**src/rtl/video_timing_gen_if.sv**
```systemverilog
// video_timing_gen_if: bundles the run control, the early fetch-stage coordinates
// and the delayed VGA-style timing outputs of video_timing_gen.
// With VIDEO_TIMING_VBLANK_IRQ_EN defined the bundle also carries vblank_irq and irq_ack.
interface video_timing_gen_if;
  logic       run;
  logic [9:0] fetch_x;
  logic [9:0] fetch_y;
  logic       fetch_active;
  logic       line_start;
  logic       frame_start;
  logic       vga_hsync;
  logic       vga_vsync;
  logic       vga_blank;
`ifdef VIDEO_TIMING_VBLANK_IRQ_EN
  logic       irq_ack;
  logic       vblank_irq;

  modport master (
    input  run, irq_ack,
    output fetch_x, fetch_y, fetch_active, line_start, frame_start,
    output vga_hsync, vga_vsync, vga_blank, vblank_irq
  );

  modport slave (
    output run, irq_ack,
    input  fetch_x, fetch_y, fetch_active, line_start, frame_start,
    input  vga_hsync, vga_vsync, vga_blank, vblank_irq
  );
`else
  modport master (
    input  run,
    output fetch_x, fetch_y, fetch_active, line_start, frame_start,
    output vga_hsync, vga_vsync, vga_blank
  );

  modport slave (
    output run,
    input  fetch_x, fetch_y, fetch_active, line_start, frame_start,
    input  vga_hsync, vga_vsync, vga_blank
  );
`endif
endinterface

```
**src/rtl/video_timing_gen.sv**
```systemverilog
// video_timing_gen: raster timing generator for the pixel clock domain.
// The h/v counters hold the coordinate presented on the next edge. The early stage
// (fetch_x/y, fetch_active, line/frame_start) shows it one edge later, and
// {hsync, vsync, blank} for the same coordinate reach the vga_* pins FETCH_LATENCY
// edges after that, lining up with a fixed-latency pixel fetch.
// Optional feature macro: VIDEO_TIMING_VBLANK_IRQ_EN adds a sticky vblank_irq with irq_ack.
//
// state | meaning
// IDLE  | raster stopped: counters at 0, early pulses 0, delay line holds the idle value
// RUN   | counters advance every pixel clock, outputs follow the raster
module video_timing_gen #(
  parameter int H_ACTIVE         = 640,
  parameter int H_FP             = 16,
  parameter int H_SYNC           = 96,
  parameter int H_BP             = 48,
  parameter int V_ACTIVE         = 480,
  parameter int V_FP             = 10,
  parameter int V_SYNC           = 2,
  parameter int V_BP             = 33,
  parameter bit SYNC_ACTIVE_HIGH = 1'b0,
  parameter int FETCH_LATENCY    = 2
) (
  input logic                clk_pixel,
  input logic                reset,
  video_timing_gen_if.master bus
);

  localparam int H_TOTAL = H_ACTIVE + H_FP + H_SYNC + H_BP;
  localparam int V_TOTAL = V_ACTIVE + V_FP + V_SYNC + V_BP;

  localparam logic [9:0] H_LAST = 10'(H_TOTAL - 1);
  localparam logic [9:0] V_LAST = 10'(V_TOTAL - 1);
  localparam logic [9:0] H_ACT  = 10'(H_ACTIVE);
  localparam logic [9:0] V_ACT  = 10'(V_ACTIVE);
  localparam logic [9:0] HS_BEG = 10'(H_ACTIVE + H_FP);
  localparam logic [9:0] HS_END = 10'(H_ACTIVE + H_FP + H_SYNC);
  localparam logic [9:0] VS_BEG = 10'(V_ACTIVE + V_FP);
  localparam logic [9:0] VS_END = 10'(V_ACTIVE + V_FP + V_SYNC);

  // {hsync, vsync, blank} before polarity: syncs inactive, blanked
  localparam logic [2:0] SIG_IDLE = 3'b001;

  typedef enum logic {
    IDLE = 1'b0,
    RUN  = 1'b1
  } state_t;

  state_t     state;
  logic [9:0] h;
  logic [9:0] v;
  logic [9:0] h_next;
  logic [9:0] v_next;
  logic       h_act;
  logic       v_act;
  logic       h_sync;
  logic       v_sync;

  logic [9:0] fetch_x_q;
  logic [9:0] fetch_y_q;
  logic       fetch_active_q;
  logic       line_start_q;
  logic       frame_start_q;
  logic [2:0] sig_e;
  logic [2:0] dly [FETCH_LATENCY];

  // region decode and wrap logic for the coordinate about to be presented
  always_comb begin
    h_act  = (h < H_ACT);
    v_act  = (v < V_ACT);
    h_sync = (h >= HS_BEG) && (h < HS_END);
    v_sync = (v >= VS_BEG) && (v < VS_END);
    h_next = h + 10'd1;
    v_next = v;
    if (h == H_LAST) begin
      h_next = '0;
      v_next = (v == V_LAST) ? '0 : v + 10'd1;
    end
  end

  // run/idle state machine with registered early outputs and the sync/blank delay line;
  // dropping run clears the counters and flushes the whole delay line on one edge
  always_ff @(posedge clk_pixel) begin
    if (reset) begin
      state <= IDLE;
    end else begin
      case (state)
        IDLE: if (bus.run) state <= RUN;
        RUN:  if (!bus.run) state <= IDLE;
      endcase
    end

    if (reset || !bus.run) begin
      h              <= '0;
      v              <= '0;
      fetch_x_q      <= '0;
      fetch_y_q      <= '0;
      fetch_active_q <= 1'b0;
      line_start_q   <= 1'b0;
      frame_start_q  <= 1'b0;
      sig_e          <= SIG_IDLE;
      for (int i = 0; i < FETCH_LATENCY; i++) begin
        dly[i] <= SIG_IDLE;
      end
    end else begin
      h              <= h_next;
      v              <= v_next;
      fetch_x_q      <= h;
      fetch_y_q      <= v;
      fetch_active_q <= h_act && v_act;
      line_start_q   <= (h == '0);
      frame_start_q  <= (h == '0) && (v == '0);
      sig_e          <= {h_sync, v_sync, ~(h_act && v_act)};
      dly[0]         <= sig_e;
      for (int i = 1; i < FETCH_LATENCY; i++) begin
        dly[i] <= dly[i-1];
      end
    end
  end

  assign bus.fetch_x      = fetch_x_q;
  assign bus.fetch_y      = fetch_y_q;
  assign bus.fetch_active = fetch_active_q;
  assign bus.line_start   = line_start_q;
  assign bus.frame_start  = frame_start_q;
  assign bus.vga_hsync    = SYNC_ACTIVE_HIGH ? dly[FETCH_LATENCY-1][2] : ~dly[FETCH_LATENCY-1][2];
  assign bus.vga_vsync    = SYNC_ACTIVE_HIGH ? dly[FETCH_LATENCY-1][1] : ~dly[FETCH_LATENCY-1][1];
  assign bus.vga_blank    = dly[FETCH_LATENCY-1][0];

`ifdef VIDEO_TIMING_VBLANK_IRQ_EN
  logic irq_q;

  // sticky flag set as line V_ACTIVE starts at the early stage; a coincident ack loses to the set
  always_ff @(posedge clk_pixel) begin
    if (reset || !bus.run) begin
      irq_q <= 1'b0;
    end else if ((h == '0) && (v == V_ACT)) begin
      irq_q <= 1'b1;
    end else if (bus.irq_ack) begin
      irq_q <= 1'b0;
    end
  end

  assign bus.vblank_irq = irq_q;
`endif

endmodule
```
**src/flat_wrapper.sv**
```systemverilog
// flat-port wrapper written by rule: the top's interface ports become plain ports
module video_timing_gen_flat 
#(
  parameter int H_ACTIVE         = 640,
  parameter int H_FP             = 16,
  parameter int H_SYNC           = 96,
  parameter int H_BP             = 48,
  parameter int V_ACTIVE         = 480,
  parameter int V_FP             = 10,
  parameter int V_SYNC           = 2,
  parameter int V_BP             = 33,
  parameter bit SYNC_ACTIVE_HIGH = 1'b0,
  parameter int FETCH_LATENCY    = 2
)
  (clk_pixel, reset, bus_run, bus_fetch_x, bus_fetch_y, bus_fetch_active, bus_line_start, bus_frame_start, bus_vga_hsync, bus_vga_vsync, bus_vga_blank);
  video_timing_gen_if bus_i ();
  input logic clk_pixel;
  input logic reset;
  input wire logic [$bits(bus_i.run)-1:0] bus_run;
  output wire logic [$bits(bus_i.fetch_x)-1:0] bus_fetch_x;
  output wire logic [$bits(bus_i.fetch_y)-1:0] bus_fetch_y;
  output wire logic [$bits(bus_i.fetch_active)-1:0] bus_fetch_active;
  output wire logic [$bits(bus_i.line_start)-1:0] bus_line_start;
  output wire logic [$bits(bus_i.frame_start)-1:0] bus_frame_start;
  output wire logic [$bits(bus_i.vga_hsync)-1:0] bus_vga_hsync;
  output wire logic [$bits(bus_i.vga_vsync)-1:0] bus_vga_vsync;
  output wire logic [$bits(bus_i.vga_blank)-1:0] bus_vga_blank;
  assign bus_i.run = bus_run;
  assign bus_fetch_x = bus_i.fetch_x;
  assign bus_fetch_y = bus_i.fetch_y;
  assign bus_fetch_active = bus_i.fetch_active;
  assign bus_line_start = bus_i.line_start;
  assign bus_frame_start = bus_i.frame_start;
  assign bus_vga_hsync = bus_i.vga_hsync;
  assign bus_vga_vsync = bus_i.vga_vsync;
  assign bus_vga_blank = bus_i.vga_blank;
  video_timing_gen #(.H_ACTIVE(H_ACTIVE), .H_FP(H_FP), .H_SYNC(H_SYNC), .H_BP(H_BP), .V_ACTIVE(V_ACTIVE), .V_FP(V_FP), .V_SYNC(V_SYNC), .V_BP(V_BP), .SYNC_ACTIVE_HIGH(SYNC_ACTIVE_HIGH), .FETCH_LATENCY(FETCH_LATENCY)) u_core (.clk_pixel(clk_pixel), .reset(reset), .bus(bus_i));
endmodule
```
**config.mk**
```make
export PLATFORM = sky130hd
export DESIGN_NAME = video_timing_gen_flat
export DESIGN_NICKNAME = d
export VERILOG_FILES = /design/src/rtl/video_timing_gen_if.sv /design/src/rtl/video_timing_gen.sv /design/src/flat_wrapper.sv
export SDC_FILE = /design/constraint.sdc
export NUM_CORES = 1
export LEC_CHECK = 0
export ABC_AREA = 1
export CORE_ASPECT_RATIO = 1.75
export CORE_MARGIN = 5
export CORE_UTILIZATION = 35
export CTS_CLUSTER_DIAMETER = 100
export DETAILED_ROUTE_END_ITERATION = 8
export DONT_BUFFER_PORTS = 1
export PLACE_DENSITY = 0.58
export SKIP_CTS_REPAIR_TIMING = 1
export SYNTH_ARGS = -nofsm -noshare
export SYNTH_HDL_FRONTEND = slang
export SYNTH_SLANG_ARGS = --single-unit
export TNS_END_PERCENT = 30
```
**constraint.sdc**
```tcl
create_clock -name clk_pixel -period 1.25 [get_ports clk_pixel]
set_clock_uncertainty 0.05 [all_clocks]
set_input_delay 0.25 -clock clk_pixel [delete_from_list [all_inputs] [get_ports clk_pixel]]
set_output_delay 0.25 -clock clk_pixel [all_outputs]
set_load 0.1 [all_outputs]
```
==> metrics <==
DRT Wirelength=5062 µm; crit-path cells=ha_4, nand4_1, nor2_4, buf_12, nand2_4, nand2_1, nand2_1, nor2_1; period utilization=1.095; RSZ-0062 raised after global routing=true; Crit. End Element=flip-flop; # placed instances=412; Congestion Overflow GR=0; worst slew pin tran=0.2506 ns; Initial Util=0.3574; vias in the first global route=1,875; placed inst area=2985 µm²; row count=37; Util after Layout=0.5474; clk_lat worst skew=0.30 ns; Layout Area Growth over Synthesis=53.18%; Core Area=5833 µm²; total track usage=0.1442; fin. max-slew vios=0; r2r setup slk=-0.12 ns; Root Buffer Master=clkbuf_8; WL met3=179 µm; setup TNS=-0.8778 ns; gp weighted congestion=0.8957; met2 wire len=2963 µm; endpoints failing hold=0; drc violations=0; Routed met1 length=roughly 1700 µm; failing checks=negative setup slack; # clock sinks=52; post-synth cell types=26; Seq/Total Area, Yosys=0.4994; DR vias=approximately 1,900; PortBufs=0; async set-reset flop share out of synthesis=0; Critical Path RT=1.45 ns; worst r2r src=u_core.h[0]$_SDFF_PP0_; Hold Startpoint=bus_run; Crit Path Max Fanout=6; hpwl dp=slightly below 4000 µm; Synth Net Count=283; top cells by area, synth=dfxtp_1 50%, nor2_1 10%, nand2_1 9.4%; status=finished with violations; Synth top area share=0.4994; dominant cell type by area after synthesis=dfxtp_1; post-route ant nets=0; largest net degree at the start of global routing=23; Crit path largest cell delay=0.36 ns; Leak=1.306 nW; Mapped Avg Cell Area=7.580 µm²; first-pass GRT wire length=8424 µm; Arrival @ worst endpoint=1.57 ns; VDD IR max=0.7006 mV; Critical Path Source Type=flip-flop; max layer used=met4; Antenna Cells=0; Critical Path Start=u_core.h[0]$_SDFF_PP0_; Fmax=0.7308 GHz; WS Path Type=reg -> reg; final worst path period need=1.368 ns; Pwr Density=876.4 nW/µm²; layout filler cell count=559; Top FF cell, synth=dfxtp_1; Max-Cap Viols=0; Die Span Y=112.1 µm; initial antenna violation count=0; clock buffer depth=2; final setup violation count=11; CTS clk-pin slew, worst paths=0.09 ns; Slew headroom=0.8316; most used cell, CP=nand2_1; WL per Instance=between 10 and 15 µm; final setup margin=-0.1183 ns; Nets=350; # IOs=29; Final Non-Filler Cells=421; number of synthesized flops with an enable pin=0; hold slack=0.1435 ns; Yosys reg bits=52; most frequent cell after synthesis=nor2_1; proportion of layout cells with a drive suffix above 1=0.3324; TritonCTS clock tree=done; Syn Inst Count=275; synth warn=0; Initial DRC Count=92; die area=between 7000 and 8000 µm²; Cell Area, Synth=2084 µm²; DRT Pass-1 Iters=4; H-tree Lvls=2; Design Area, Final=3193 µm²; Via-to-Cell Ratio=4.629; Chip Width=68.34 µm; Slowest-stage cell, CP=dfxtp_2; Post-synth top cells=58 x nor2_1, 52 x dfxtp_1, 52 x nand2_1; worst min-delay path class=in -> reg; CTS Buf Count=5
[registers in the layout (all words and copies together) (netlist names)]
register                 flops
u_core.dly                   6
u_core.bus.frame_start       1
u_core.h                    10
u_core.v                    10
u_core.bus.fetch_y          10
u_core.bus.line_start        1
u_core.bus.fetch_active      1
u_core.sig_e                 3
u_core.bus.fetch_x          10
[cells in the final DEF (no fill, tap or decap), types with 3 or more instances in the layout]
master and count:
a21oi_1 7, buf_12 27, buf_4 36, clkbuf_8 5, dfxtp_1 43, dfxtp_2 8, ha_1 3, inv_1 38
nand2_1 47, nand2_2 6, nand3_1 15, nand3_2 3, nand4_1 8, nor2_1 58, nor2_4 3, nor3_1 4
nor3_2 4, or2_2 3
[layer usage]
metal	global-route usage	vias up
met1	0.1378	908
met4	0.07171	0
met5	0	-
li1	-	975
met2	0.2738	49
met3	0.02703	17
[final timing paths]
path              cells after the start                          endpoint
setup / recovery                      8          u_core.v[4]$_SDFFE_PP0N_
hold reg to reg                       2       u_core.dly[0][4]$_SDFF_PP0_
hold / removal                        2  u_core.bus.fetch_x[6]$_SDFF_PP0_
setup reg to reg                      8          u_core.v[4]$_SDFFE_PP0N_
[stage by stage]
stage	power (mW)	setup slack, ns
after floorplan	1.813	-0.01197
after global placement	1.877	-0.07322
after detailed placement	1.879	-0.1023
after CTS	2.835	-0.1300
after global routing	2.945	-0.1951
final	2.798	-0.1183
[logic make-up (layout without fill, tap and decap cells)]
| family | count (synthesis) | in the layout | share of synthesized area |
|---|---|---|---|
| adders and majority gates | 5 | 5 | 0.03001 |
| AOI/OAI and AO/OA | 13 | 13 | 0.03481 |
| DFF | 52 | 52 | 0.4994 |
| buffers and inverters | 47 | 115 | 0.09303 |
| xor gates and xnor gates | 3 | 3 | 0.01261 |
| and+or+nand+nor | 155 | 155 | 0.3301 |
[critical path, delay by kind of cell (launching register included)]
family	cells	cell delay [ns]
adders and majority gates	1	0.15
buffers and inverters	1	0.14
DFF	1	0.36
and+or+nand+nor	6	0.62
[power breakdown]
part	internal, mW	switching [mW]	total (mW)
Sequential	1.67	0.00943	1.68
Combinational	0.0587	0.105	0.164
Clock	0.402	0.557	0.959
[cell type report]
type | instances | area, µm² | share of cell area
Clock buffer | 5 | 68.82 | 0.02155
Clock inverter | 3 | 22.52 | 0.007053
Timing Repair Buffer | 65 | 847.1 | 0.2653
Multi-Input combinational cell | 176 | 943.4 | 0.2955
Tap cell | 78 | 97.59 | 0.03056
Inverter | 42 | 158.9 | 0.04976
Sequential cell | 52 | 1055 | 0.3303
Note: power is estimated with default switching activity, not from simulation.
